## src/rtl/fetch_pkg.sv

```systemverilog
// Shared definitions for the SCC instruction-fetch stage: entry layout,
// PC step and counter-width helpers.
package fetch_pkg;

  localparam int DEF_ADDR_W = 32;
  localparam int DEF_DATA_W = 32;
  localparam int PC_STEP    = DEF_DATA_W / 8;

  typedef struct packed {
    logic [DEF_ADDR_W-1:0] pc;
    logic [DEF_DATA_W-1:0] data;
  } fetch_entry_t;

  // Bits needed to hold a count in 0..n inclusive.
  function automatic int cnt_w(input int n);
    return $clog2(n + 1);
  endfunction

  function automatic int pc_step(input int data_w);
    return data_w / 8;
  endfunction

endpackage

```

## src/rtl/fetch_fifo.sv

```systemverilog
// Synchronous instruction buffer with flush, simultaneous push/pop and an
// occupancy count. The head entry is read straight from the storage registers.
module fetch_fifo import fetch_pkg::*; #(
  parameter int               WIDTH     = 64,
  parameter int               DEPTH     = 4,
  parameter logic [WIDTH-1:0] RESET_VAL = '0
) (
  input  logic                      clk,
  input  logic                      reset,
  input  logic                      flush,
  input  logic                      push,
  input  logic [WIDTH-1:0]          wdata,
  input  logic                      pop,
  output logic [WIDTH-1:0]          rdata,
  output logic                      valid,
  output logic [cnt_w(DEPTH)-1:0]   count
);

  localparam int PW = (DEPTH > 1) ? $clog2(DEPTH) : 1;
  localparam int CW = cnt_w(DEPTH);

  logic [WIDTH-1:0] mem [DEPTH];
  logic [PW-1:0]    wr_ptr;
  logic [PW-1:0]    rd_ptr;
  logic             do_pop;

  // Flush wins over a same-cycle pop; a push on a full buffer is only legal
  // together with a pop, where the slot being written is the one read out.
  assign do_pop = pop && (count != '0) && !flush;

  always_ff @(posedge clk or posedge reset) begin
    if (reset) begin
      for (int i = 0; i < DEPTH; i++) mem[i] <= RESET_VAL;
      wr_ptr <= '0;
      rd_ptr <= '0;
      count  <= '0;
    end else if (flush) begin
      wr_ptr <= '0;
      rd_ptr <= '0;
      count  <= '0;
    end else begin
      if (push) begin
        mem[wr_ptr] <= wdata;
        wr_ptr      <= wr_ptr + PW'(1);
      end
      if (do_pop) rd_ptr <= rd_ptr + PW'(1);
      count <= count + CW'(push) - CW'(do_pop);
    end
  end

  assign rdata = mem[rd_ptr];
  assign valid = (count != '0);

endmodule

```

## src/rtl/fetch_stage.sv

```systemverilog
// Instruction-fetch stage: sequential PC generation, redirects, variable-latency
// memory handshake with bounded outstanding requests, and a {pc,data} buffer.
module fetch_stage import fetch_pkg::*; #(
  parameter int                ADDR_W   = 32,
  parameter int                DATA_W   = 32,
  parameter int                DEPTH    = 4,
  parameter int                MAX_OUT  = 2,
  parameter logic [ADDR_W-1:0] RESET_PC = '0
) (
  input  logic              clk,
  input  logic              reset,
  input  logic              halt,
  input  logic              redirect_valid,
  input  logic [ADDR_W-1:0] redirect_pc,
  output logic              imem_req,
  output logic [ADDR_W-1:0] imem_addr,
  input  logic              imem_ready,
  input  logic              imem_rvalid,
  input  logic [DATA_W-1:0] imem_rdata,
  output logic              inst_valid,
  output logic [DATA_W-1:0] inst_data,
  output logic [ADDR_W-1:0] inst_pc,
  input  logic              inst_ready
);

  localparam int                OW   = cnt_w(MAX_OUT);
  localparam int                CW   = cnt_w(DEPTH);
  localparam int                SW   = cnt_w(DEPTH + MAX_OUT);
  localparam int                EW   = ADDR_W + DATA_W;
  localparam logic [ADDR_W-1:0] STEP = ADDR_W'(pc_step(DATA_W));

  logic [ADDR_W-1:0] fetch_pc;
  logic [ADDR_W-1:0] resp_pc;
  logic [OW-1:0]     outstanding;
  logic [OW-1:0]     discard;
  logic [CW-1:0]     count;
  logic [SW-1:0]     credit;
  logic              accepted;
  logic              rsp_ok;
  logic              drop;
  logic              push;
  logic [EW-1:0]     head;

  // Handshakes: a memory request transfers on imem_req && imem_ready; an
  // instruction transfers to decode on inst_valid && inst_ready; a valid
  // output holds its payload stable until the transfer happens.
  // Issue depends only on registered state plus halt/redirect, so there is
  // no path from inst_ready to imem_req.
  assign credit   = SW'(count) + SW'(outstanding) - SW'(discard);
  assign imem_req = !reset && !halt && !redirect_valid &&
                    (outstanding < OW'(MAX_OUT)) && (credit < SW'(DEPTH));
  assign imem_addr = fetch_pc;
  assign accepted  = imem_req && imem_ready;

  // A response with nothing outstanding is ignored so the counter stays at 0.
  assign rsp_ok = imem_rvalid && (outstanding != '0);
  assign drop   = rsp_ok && (discard != '0);
  assign push   = rsp_ok && (discard == '0) && !redirect_valid;

  always_ff @(posedge clk or posedge reset) begin
    if (reset) begin
      fetch_pc    <= RESET_PC;
      resp_pc     <= RESET_PC;
      outstanding <= '0;
      discard     <= '0;
    end else if (redirect_valid) begin
      fetch_pc    <= redirect_pc;
      resp_pc     <= redirect_pc;
      // Every request still in flight after this cycle belongs to the old path.
      outstanding <= outstanding - OW'(rsp_ok);
      discard     <= outstanding - OW'(rsp_ok);
    end else begin
      if (accepted) fetch_pc <= fetch_pc + STEP;
      if (push)     resp_pc  <= resp_pc + STEP;
      outstanding <= outstanding + OW'(accepted) - OW'(rsp_ok);
      if (drop) discard <= discard - OW'(1);
    end
  end

  fetch_fifo #(
    .WIDTH     (EW),
    .DEPTH     (DEPTH),
    .RESET_VAL ({RESET_PC, {DATA_W{1'b0}}})
  ) u_fifo (
    .clk   (clk),
    .reset (reset),
    .flush (redirect_valid),
    .push  (push),
    .wdata ({resp_pc, imem_rdata}),
    .pop   (inst_valid && inst_ready),
    .rdata (head),
    .valid (inst_valid),
    .count (count)
  );

  assign {inst_pc, inst_data} = head;

  rsp_without_request : assert property (@(posedge clk) disable iff (reset)
    !(imem_rvalid && (outstanding == '0)))
    else $error("fetch_stage: imem_rvalid with no outstanding request");

endmodule
```

## config.mk

```make
export PLATFORM = sky130hd
export DESIGN_NAME = fetch_stage
export DESIGN_NICKNAME = d
export VERILOG_FILES = /design/src/rtl/fetch_pkg.sv /design/src/rtl/fetch_fifo.sv /design/src/rtl/fetch_stage.sv
export SDC_FILE = /design/constraint.sdc
export NUM_CORES = 1
export LEC_CHECK = 0
export ABC_AREA = 1
export CORE_MARGIN = 3
export CORE_UTILIZATION = 55
export DETAILED_ROUTE_END_ITERATION = 12
export GPL_TIMING_DRIVEN = 1
export PLACE_DENSITY = 0.78
export SLEW_MARGIN = 30
export SYNTH_ARGS = -nofsm -noshare
export SYNTH_HDL_FRONTEND = slang
export SYNTH_SLANG_ARGS = --single-unit
```

## constraint.sdc

```tcl
create_clock -name clk -period 29.8 [get_ports clk]
set_clock_uncertainty 0.1 [all_clocks]
set_input_delay 2.98 -clock clk [delete_from_list [all_inputs] [get_ports clk]]
set_output_delay 2.98 -clock clk [all_outputs]
set_load 0.05 [all_outputs]
```

# After elaboration in Yosys (flattened, before gate mapping)
# Index checks and enable logic that the tools add are counted.
totals:
  elab_cells: 74
  reg_bits: 331
  out_inout_bits: 98
  inputBits: 71
classes:
  n_reduce_logical: 25
  mux: 18
  n_addsub: 12
  bitwise: 3
  magnitude_cmp: 5
ops:
  columns: ["operator", "n"]
  rows:
  - ["$bwmux W256", 1]
  - ["$mux W64", 3]
  - ["$bmux W64 S2", 1]
  - ["$demux W64 S2", 1]
  - ["$mux W32", 4]
  - ["$add A32 B3 Y32 const B", 2]
  - ["$mux W2", 7]
  - ["$logic_and A1 B1 Y1", 13]
  - ["$reduce_bool A2 Y1", 6]
  - ["$ge A3 B3 Y1 const B", 2]
  - ["$not A2 Y3", 2]
  - ["$add A2 B1 Y2 const B", 2]
  - ["$sub A2 B1 Y2", 2]
  - ["$add A3 B1 Y3", 1]
  - ["$add A3 B2 Y3", 1]
  - ["$logic_not A1 Y1", 3]
  - ["$lt A3 B1 Y1 const B", 1]
  - ["$lt A3 B3 Y1 const B", 1]
  - ["$mux W3", 1]
  - ["$reduce_bool A3 Y1", 1]
  - ["$sub A3 B1 Y3", 1]
  - ["$sub A3 B2 Y3", 1]
  - ["$add A2 B1 Y2", 1]
  - ["$logic_not A2 Y1", 1]
  - ["other kinds (4)", 4]

# Longest topological paths before layout
# Gate-level depths: netlist of the first run.
logic_depth:
  word_depth: 9
  depth_mapped: 15
  depth_no_buf: 14

# Hierarchy
# Synthesis of the first run repeated with hierarchy kept, for this count alone.
unflattened:
  hier_cells: 2033
  hier_area_um2: 16128.0
modules_own_cells:
  columns: ["module", "seq_area_each_um2", "cells_each", "n_inst", "area_each_um2"]
  rows:
  - ["fetch_fifo", 6581.3, 1306, 1, 11323.4]
  - ["fetch_stage", 1701.6, 727, 1, 4804.6]

# Least setup slack after synthesis of the first run
# Ideal clock, no wire load.
synth_path:
  path_type: "input to output"
  from: "input redirect_valid"
  to: "output imem_req"
  arrival_time_ns: 3.679
  required_time_ns: 26.720
  slack_ns: 23.041
  stages: 3
  path_buffers: 0
  path_cell_list: "nor4_1 > nand2_1 > inv_1"
synth_via:
  elab_chain_len: 4
synth_lines:
  columns: ["item", "line_no", "rtl"]
  rows:
  - ["from (decl)", "fetch_stage.sv:13", "input logic redirect_valid,"]
  - ["$logic_not A1 Y1", "fetch_stage.sv:50", "assign imem_req = !reset && !halt && !redirect_valid &&"]
  - ["$logic_and A1 B1 Y1 (2 in a row)", "fetch_stage.sv:50", null]
  - ["$logic_and A1 B1 Y1", "fetch_stage.sv:51", "(outstanding < OW'(MAX_OUT)) && (credit < SW'(DEPTH));"]
  - ["to (decl)", "fetch_stage.sv:15", "output logic imem_req,"]
# Every way passes these cells.

# Final worst setup path of the first run
# Ends and elaborated chain as after synthesis.

==> flow_summary.toml, run 1 <==
[run_status]
status = "finished, final reports clean"

[yosys]
synth_fa_ha_area_share_pct = 1.37
synth_area_leaders = "dfrtp_1 (53%), o21ai_0 (13%), nand2_1 (12%), nor2_1 (4.8%), nand3_1 (3.1%)"
syn_inst = 1959
syn_area_mm2 = 0.0157
yosys-mux-area-fraction_pct = 0
yosysUniqueCellTypes = 30
ys_async_sr_fraction_pct = 100
synth-seq-area-share_pct = 52.7
ys_seq_elements = 331
synth_top_family_by_area = "simple AND/OR/NAND/NOR gates"
synth_area_leader_cell = "dfrtp_1"
synth_top_area_share_pct = 52.7
synth_xor_area_share_pct = 1.89
yosys.area_share.simple_pct = 21.3
yosys_most_used_dff = "dfrtp_1"
ys_warn_count = 0
synth-compound-area-share_pct = 16.7
avgSynthCellArea_um2 = 8.03
synth_edf_count = 0
syn_nets = 2046

[sta]
fin_crit_sh_pct = 27.1
hold_viol_final = 0
fmax_mhz = 124
slew_viol_final = 0
finalCriticalPeriod_ns = 8.08
worst_slack_ns = 21.72
worst_pin_slew_ns = 0.926
rsz0062_at_grt = "false"
tns_ns = 0
setup_viol_count_final = 0
relSlewSlack_pct = 38.1

[setup_path]
crit_required_ns = 26.72
cp_max_fo = 48
path_delay_family = "buffers and inverters"
cp-start-kind = "primary input"
max_stage_delay_ns = 0.79
r2r_setup_slack_ns = 26.46
worst-path-buf-inv = 4
cpMaxStageDelayCell = "clkdlybuf4s50_1"
reg2reg_from = "outstanding[1]"
worstPathCellList = "clkdlybuf4s50_1, buf_4, nor4_1, nand2_1, inv_1, clkdlybuf4s50_1"
timing.rr.end = "outstanding[1]"
r2r_cells = 15
worst-endpoint-arrival_ns = 5.00
end_kind = "output pin"
critPathKind = "in2out"
cp_common_cell = "clkdlybuf4s50_1"

[hold_path]
holdCritStartpoint = "imem_addr[0]"
holdPathStages = 2
worstHoldEndpoint = "imem_addr[0]"
min_path_type = "reg2reg"

[placed_design]
routabilityCongestion = 0.961
io_buffers = 168
hpwl_um = 25000
pre_cts_ws_ns = 21.74

[global_routing]
grt_pass1_wl_um = 67300
grt_pass1_vias = 13400
overflow = 0
grt_antenna_before_repair = 0
track_usage_pct = 26.4
grt_max_degree = 120

[die]
die-area_mm2 = 0.0307
die_w_um = 175
num_rows = 61
pin_count = 169
die_height_um = 175
initial_core_util_pct = 56.2
coreArea_mm2 = 0.0280

[cells_and_area]
fin_nets = 2151
num-fill-cells = 2303
drive_above_1_share_pct = 4.07
diodes = 0
area_delta_synth_final_pct = 19.2
final_common_cell = "nand2_1"
final_cell_mix = "nand2_1 (502), o21ai_0 (408), dfrtp_1 (329)"

[drt]
avgViaCountPerCell = 5.69
drt_first_pass_iters = 5
routed_wl_um = 40500
wl_per_cell_um = 16.4
antenna_left = 0
drt_iter0_drc = 1234
vias = 14000
route.detailed.drc = 0

[clock_network]
cts_root_buf = "clkbuf_16"
cts_tree = "done"
postCtsSetupRepairBufs = 0
clkSinkCount = 331
insertion_delay_ns = 0.51
clk_path_buf_depth = 3
clk_pin_slew_ns = 0.05
numCtsBuffers = 37
postCtsHoldBufs = 0
cts_resized = 0
htreeDepth = 2

[power_and_ir_drop]
clockPowerShare_pct = 23.2
internal_power_mw = 1.10
switchingPower_mw = 0.816
peakVddDrop_mv = 0.0707
p_comb_share_pct = 43.2
sw_frac_of_total_pct = 42.6
pwr_density_cell_mw_per_mm2 = 102
seqPwrFrac_pct = 33.5
p_leak_nw = 8.76

[flow_run]
maxCapViolCount = 0
[area by class of cell]
cell class | count | area [um^2] | area share, %
multi-input combinational | 1387 | 6510 | 34.7
clock buffer | 59 | 1140 | 6.09
tap | 378 | 473 | 2.52
sequential | 331 | 8290 | 44.2
inverter | 125 | 478 | 2.55
timing repair buffer | 182 | 1800 | 9.61
clock inverter | 5 | 60.1 | 0.320
[cell usage after synthesis (3+ instances only)]
library cell and n:
nand2_1 506, o21ai_0 408, dfrtp_1 331, nor2_1 200, inv_1 121, nand3_1 97, clkbuf_1 66, o22ai_1 64
buf_2 41, xor2_1 28, ha_1 14, nor3_1 14, a21oi_1 8, nand4_1 8, o211ai_1 8, buf_1 6
xnor2_1 6, a31oi_1 4, nand3b_1 4, o21ai_1 4, buf_4 3, inv_2 3, nand2_2 3, o221ai_1 3
[stage by stage]
step,hold WS (ns),power (mW),instances,instance area [um^2],util [%]
2_1_floorplan,0.348,1.20,1959,15700,-
3_3_place_gp,0.360,1.45,2403,17500,62.6
3_5_place_dp,0.368,1.47,2403,17500,62.6
4_1_cts,0.382,1.92,2467,18700,66.9
5_1_grt,0.396,2.02,2467,18800,66.9
6_report,0.378,1.91,2467,18800,66.9
[power by group through the flow]
stage	combinational (mW)	clock (mW)	sequential, mW
after floorplan	0.560	0	0.644
after global placement	0.813	0	0.640
after detailed placement	0.827	0	0.645
after CTS	0.831	0.452	0.640
after global routing	0.892	0.471	0.654
final	0.826	0.445	0.642
[flip-flops by register name (all words and copies together), names as in the netlist]
register and cells:
discard 2, imem_addr 32, outstanding 2, resp_pc 32, u_fifo.count 3, u_fifo.mem 256, u_fifo.rd_ptr 2, u_fifo.wr_ptr 2
[layer usage]
metal	GRT usage [%]	vias up	part of all wire, %
li1	-	6654	-
met1	37.8	6787	44
met2	42.7	532	47
met3	3.72	71	6.7
met4	6.72	0	1.9
met5	0	-	0
[worst register-to-register path, delay by kind of cell, from the launching register on]
| family | cells | cell delay [ns] |
|---|---|---|
| AOI/OAI and AO/OA | 1 | 0.08 |
| xor gates and xnor gates | 3 | 0.56 |
| adders and majority gates | 4 | 1.32 |
| buffers and inverters | 4 | 0.46 |
| DFF | 1 | 0.42 |
| and+or+nand+nor | 3 | 0.25 |
[worst max path at each step]
stage	start	to	slack [ns]	cells past startpoint
2_1_floorplan	reset	discard[0]	17.55	1
4_1_cts	redirect_valid	imem_req	21.73	6
6_report	redirect_valid	imem_req	21.72	6
3_3_place_gp	redirect_valid	imem_req	21.72	6
5_1_grt	redirect_valid	imem_req	21.61	6
3_5_place_dp	redirect_valid	imem_req	21.74	6
[cells by family after synthesis]
| kind of cell | count (synthesis) |
|---|---|
| and+or+nand+nor | 837 |
| buffers and inverters | 241 |
| xor gates and xnor gates | 34 |
| DFF | 331 |
| AOI/OAI and AO/OA | 500 |
| adders and majority gates | 16 |
Note: power is estimated with default switching activity, not from simulation.
==> inputs of run 2 (changes only) <==
Settings changed: CORE_UTILIZATION 55 to 51, PLACE_DENSITY 0.78 to 0.76.
Clock period 29.8 ns to 6.99 ns, I/O delays scaled along.
==> flow_summary.toml, run 2 (same netlist as run 1, synthesis figures left out) <==
[setup_path]
crit_required_ns = 6.19
reg2reg_from = "outstanding[1]"
r2r_setup_slack_ns = 3.67
cp-start-kind = "register"
critPathKind = "reg2out"
timing.rr.end = "outstanding[1]"
worst-endpoint-arrival_ns = 3.56
end_kind = "output pin"
r2r_cells = 15
cp-startpoint = "u_fifo.rd_ptr[0]"
cp_max_fo = 77
cp-endpoint = "inst_pc[12]"

[clock_network]
cts_root_buf = "clkbuf_16"
insertion_delay_ns = 0.51
postCtsSetupRepairBufs = 0
clk_pin_slew_ns = 0.06
clkSinkCount = 331
cts_tree = "done"
postCtsHoldBufs = 0
cts_resized = 0
numCtsBuffers = 37
clk_path_buf_depth = 3
htreeDepth = 2

[placed_design]
hpwl_um = 25500
place_area_mm2 = 0.0176
io_buffers = 168
routabilityCongestion = 0.959

[sta]
fmax_mhz = 229
hold_viol_final = 0
worst_pin_slew_ns = 0.932
tns_ns = 0
slew_viol_final = 0
fin_crit_sh_pct = 62.4
rsz0062_at_grt = "false"
setup_viol_count_final = 0
finalCriticalPeriod_ns = 4.36
relSlewSlack_pct = 37.7

[power_and_ir_drop]
internal_power_mw = 4.71
seqPwrFrac_pct = 33.0
sw_frac_of_total_pct = 42.6
pwr_density_cell_mw_per_mm2 = 436
clockPowerShare_pct = 23.7
peakVddDrop_mv = 0.255
switchingPower_mw = 3.50
p_leak_nw = 8.79
p_comb_share_pct = 43.3

[die]
num_rows = 63
coreArea_mm2 = 0.0300
die_height_um = 182
pin_count = 169
die-area_mm2 = 0.0330
initial_core_util_pct = 52.4
die_w_um = 182

[hold_path]
holdPathStages = 2
min_path_type = "reg2reg"

[cells_and_area]
area_delta_synth_final_pct = 19.6
final_common_cell = "nand2_1"
num-fill-cells = 2578
final_area_mm2 = 0.0188
register_area_mm2 = 0.00829
final_cell_mix = "nand2_1 (502), o21ai_0 (408), dfrtp_1 (329)"
diodes = 0
fin_nets = 2151
drive_above_1_share_pct = 4.30
largest_register_ffs = 256
multi_input_area_mm2 = 0.00651
regMostFlops = "u_fifo.mem"

[run_status]
status = "finished, final reports clean"

[global_routing]
grt_antenna_before_repair = 0
grt_max_degree = 128
grt_pass1_vias = 13300
track_usage_pct = 24.4
grt_pass1_wl_um = 67800
overflow = 0

[drt]
antenna_left = 0
route.detailed.drc = 0
drt_first_pass_iters = 5
drt_iter0_drc = 1258
avgViaCountPerCell = 5.60
wl_per_cell_um = 16.4
vias = 13900
routed_wl_um = 40700

[flow_run]
maxCapViolCount = 0
[run 2: changes by cell type in the layout (fill, tap and decap cells not counted), sizes merged]
cell	before	now
bufinv	1	3
clkbuf	59	53
clkinv	4	11
[run 2: layout make-up]
| type | instances | share of cell area, % |
|---|---|---|
| Multi-Input combinational cell | 1387 | 34.6 |
| Inverter | 125 | 2.54 |
| Clock buffer | 53 | 5.74 |
| Sequential cell | 331 | 44.1 |
| Clock inverter | 14 | 0.792 |
| Tap cell | 390 | 2.59 |
| Timing Repair Buffer | 182 | 9.65 |
[run 2: how the worst min path moves through the flow]
stage	start	slack [ns]	to
2_1_floorplan	u_fifo.mem[100]	0.35	u_fifo.mem[100]
3_3_place_gp	u_fifo.mem[126]	0.36	u_fifo.mem[126]
3_5_place_dp	imem_addr[0]	0.36	imem_addr[0]
4_1_cts	imem_addr[0]	0.38	imem_addr[0]
5_1_grt	u_fifo.mem[134]	0.40	u_fifo.mem[134]
6_report	imem_addr[0]	0.37	imem_addr[0]
[run 2: metal layers]
layer / track usage, % / up-vias / wire, um
met5: 0 / - / 0
li1: - / 6653 / -
met2: 38.3 / 556 / 18800
met1: 35.6 / 6622 / 18100
met4: 6.55 / 0 / 843
met3: 3.93 / 70 / 2930
[run 2: worst max-delay path, stage by stage (launching register included)]
cell             delay, ns
dfrtp_4               0.57
inv_4                 0.57
buf_4                 0.58
o21ai_0               0.15
o22ai_1               0.28
clkdlybuf4s50_1       0.86
[run 2: power by group through the flow]
stage	Sequential, mW	Combinational (mW)	Clock [mW]
6_report	2.71	3.55	1.94
5_1_grt	2.77	3.85	2.06
3_5_place_dp	2.72	3.56	0
4_1_cts	2.70	3.58	1.97
3_3_place_gp	2.71	3.50	0
2_1_floorplan	2.74	2.39	0
[run 2: through the flow]
step	worst slack [ns]	utilization, %	hold slack [ns]	power (mW)	instances
final	2.63	62.6	0.371	8.21	2482
after global routing	2.47	62.6	0.398	8.68	2482
after CTS	2.50	62.6	0.376	8.25	2482
after detailed placement	3.05	58.5	0.362	6.29	2415
after global placement	3.11	58.5	0.360	6.21	2415
after floorplan	1.77	-	0.348	5.13	1959
==> inputs of run 3 (changes only) <==
Settings changed: CORE_UTILIZATION 51 to 55, PLACE_DENSITY 0.76 to 0.78.
Clock period 6.99 ns to 4.2 ns, I/O delays scaled along.
==> flow_summary.toml, run 3 (same netlist as run 1, synthesis figures left out) <==
[cells_and_area]
final_common_cell = "nand2_1"
diodes = 0
num-fill-cells = 2271
area_delta_synth_final_pct = 20.7
fin_nets = 2156
regMostFlops = "u_fifo.mem"
final_cell_mix = "nand2_1 (502), o21ai_0 (408), dfrtp_1 (329)"
drive_above_1_share_pct = 4.78
largest_register_ffs = 256

[global_routing]
track_usage_pct = 27.1
grt_pass1_vias = 13600
overflow = 0
grt_max_degree = 129
grt_pass1_wl_um = 68700
grt_antenna_before_repair = 0

[sta]
slew_viol_final = 0
hold_viol_final = 0
fin_crit_sh_pct = 87.8
rsz0062_at_grt = "false"
tns_ns = 0
finalCriticalPeriod_ns = 3.69
worst_pin_slew_ns = 0.791
relSlewSlack_pct = 47.2
setup_viol_count_final = 0
fmax_mhz = 271

[die]
die_w_um = 175
pin_count = 169
coreArea_mm2 = 0.0280
initial_core_util_pct = 56.2
num_rows = 61
die-area_mm2 = 0.0307
die_height_um = 175

[power_and_ir_drop]
internal_power_mw = 7.93
power_mw = 13.8
pwr_density_cell_mw_per_mm2 = 727
peakVddDrop_mv = 0.525
clockPowerShare_pct = 24.0
switchingPower_mw = 5.87
seqPwrFrac_pct = 32.5
sw_frac_of_total_pct = 42.5
p_leak_nw = 8.88
p_comb_share_pct = 43.5

[drt]
drt_iter0_drc = 1391
routed_wl_um = 41400
avgViaCountPerCell = 5.68
drt_first_pass_iters = 5
vias = 14000
wl_per_cell_um = 16.7
route.detailed.drc = 0
antenna_left = 0

[clock_network]
postCtsSetupRepairBufs = 0
clk_path_buf_depth = 3
numCtsBuffers = 37
clkSinkCount = 331
cts_tree = "done"
clk_pin_slew_ns = 0.06
htreeDepth = 2
cts_root_buf = "clkbuf_16"
insertion_delay_ns = 0.52
cts_resized = 0
postCtsHoldBufs = 0

[setup_path]
crit_required_ns = 3.68
cp_max_fo = 5
critPathKind = "reg2out"
worst-endpoint-arrival_ns = 3.17
cp-start-kind = "register"
end_kind = "output pin"

[placed_design]
io_buffers = 168
hpwl_um = 26100
routabilityCongestion = 0.944

[hold_path]
min_path_type = "in2async"

[flow_run]
maxCapViolCount = 0

[run_status]
status = "finished, final reports clean"
==> run 3: cell types whose count changed in the layout (fill, tap and decap cells not counted), sizes merged <==
cell / previous run / this run
clkinvlp: 1 / 3
clkbuf: 53 / 52
inv: 124 / 123
buf: 14 / 19
clkinv: 11 / 9
bufinv: 3 / 2
==> run 3: final cells by class <==
type / instances / area, um^2 / area share (%)
Multi-Input combinational cell: 1387 / 6510 / 34.3
Clock buffer: 52 / 1140 / 6.03
Tap cell: 378 / 473 / 2.49
Inverter: 125 / 474 / 2.50
Sequential cell: 331 / 8290 / 43.6
Timing Repair Buffer: 187 / 1970 / 10.4
Clock inverter: 12 / 126 / 0.665
==> run 3: critical path: stages, from the launching register on <==
cell	delay, ns
dfrtp_1	0.40
inv_1	0.11
fa_1	0.55
inv_1	0.04
ha_1	0.28
nand3_1	0.08
nand2_1	0.06
xnor2_1	0.21
nand2_1	0.07
inv_1	0.06
clkdlybuf4s50_1	0.80
==> run 3: per-stage QoR <==
stage          cell area, um^2  cells  util, %  hold WS (ns)  worst slack, ns
6_report                 19000   2472     67.8         0.341            0.511
5_1_grt                  19000   2472     67.8         0.379            0.362
4_1_cts                  19000   2472     67.8         0.347            0.479
3_5_place_dp             17700   2408     63.3         0.362             1.06
3_3_place_gp             17700   2408     63.3         0.359             1.07
2_1_floorplan            15700   1959        -         0.348           -0.741
==> run 3: power groups by stage <==
stage / combinational, mW / sequential (mW) / clock [mW]
after floorplan: 3.98 / 4.57 / 0
after global placement: 5.90 / 4.48 / 0
after detailed placement: 6.01 / 4.51 / 0
after CTS: 6.04 / 4.47 / 3.36
after global routing: 6.50 / 4.58 / 3.49
final: 6.01 / 4.49 / 3.31
==> run 3: metal layers <==
metal,up-vias,part of all wire [%],global-route usage (%)
li1,6660,-,-
met3,85,7.3,4.78
met2,558,46,43.2
met1,6730,44,38.1
met4,0,2.8,8.88
met5,-,0,0
==> run 3: final timing paths <==
kind | slack (ns) | depth (start not counted) | end | start
hold / removal | 0.34 | 2 | imem_addr[8] | reset
min in group clk | 0.37 | 2 | imem_addr[1] | imem_addr[1]
max in group asynchronous | 2.71 | 3 | u_fifo.rd_ptr[0] | reset
setup / recovery | 0.51 | 10 | imem_req | outstanding[1]
hold reg to reg | 0.37 | 2 | imem_addr[1] | imem_addr[1]
setup reg to reg | 1.15 | 14 | outstanding[1] | outstanding[1]
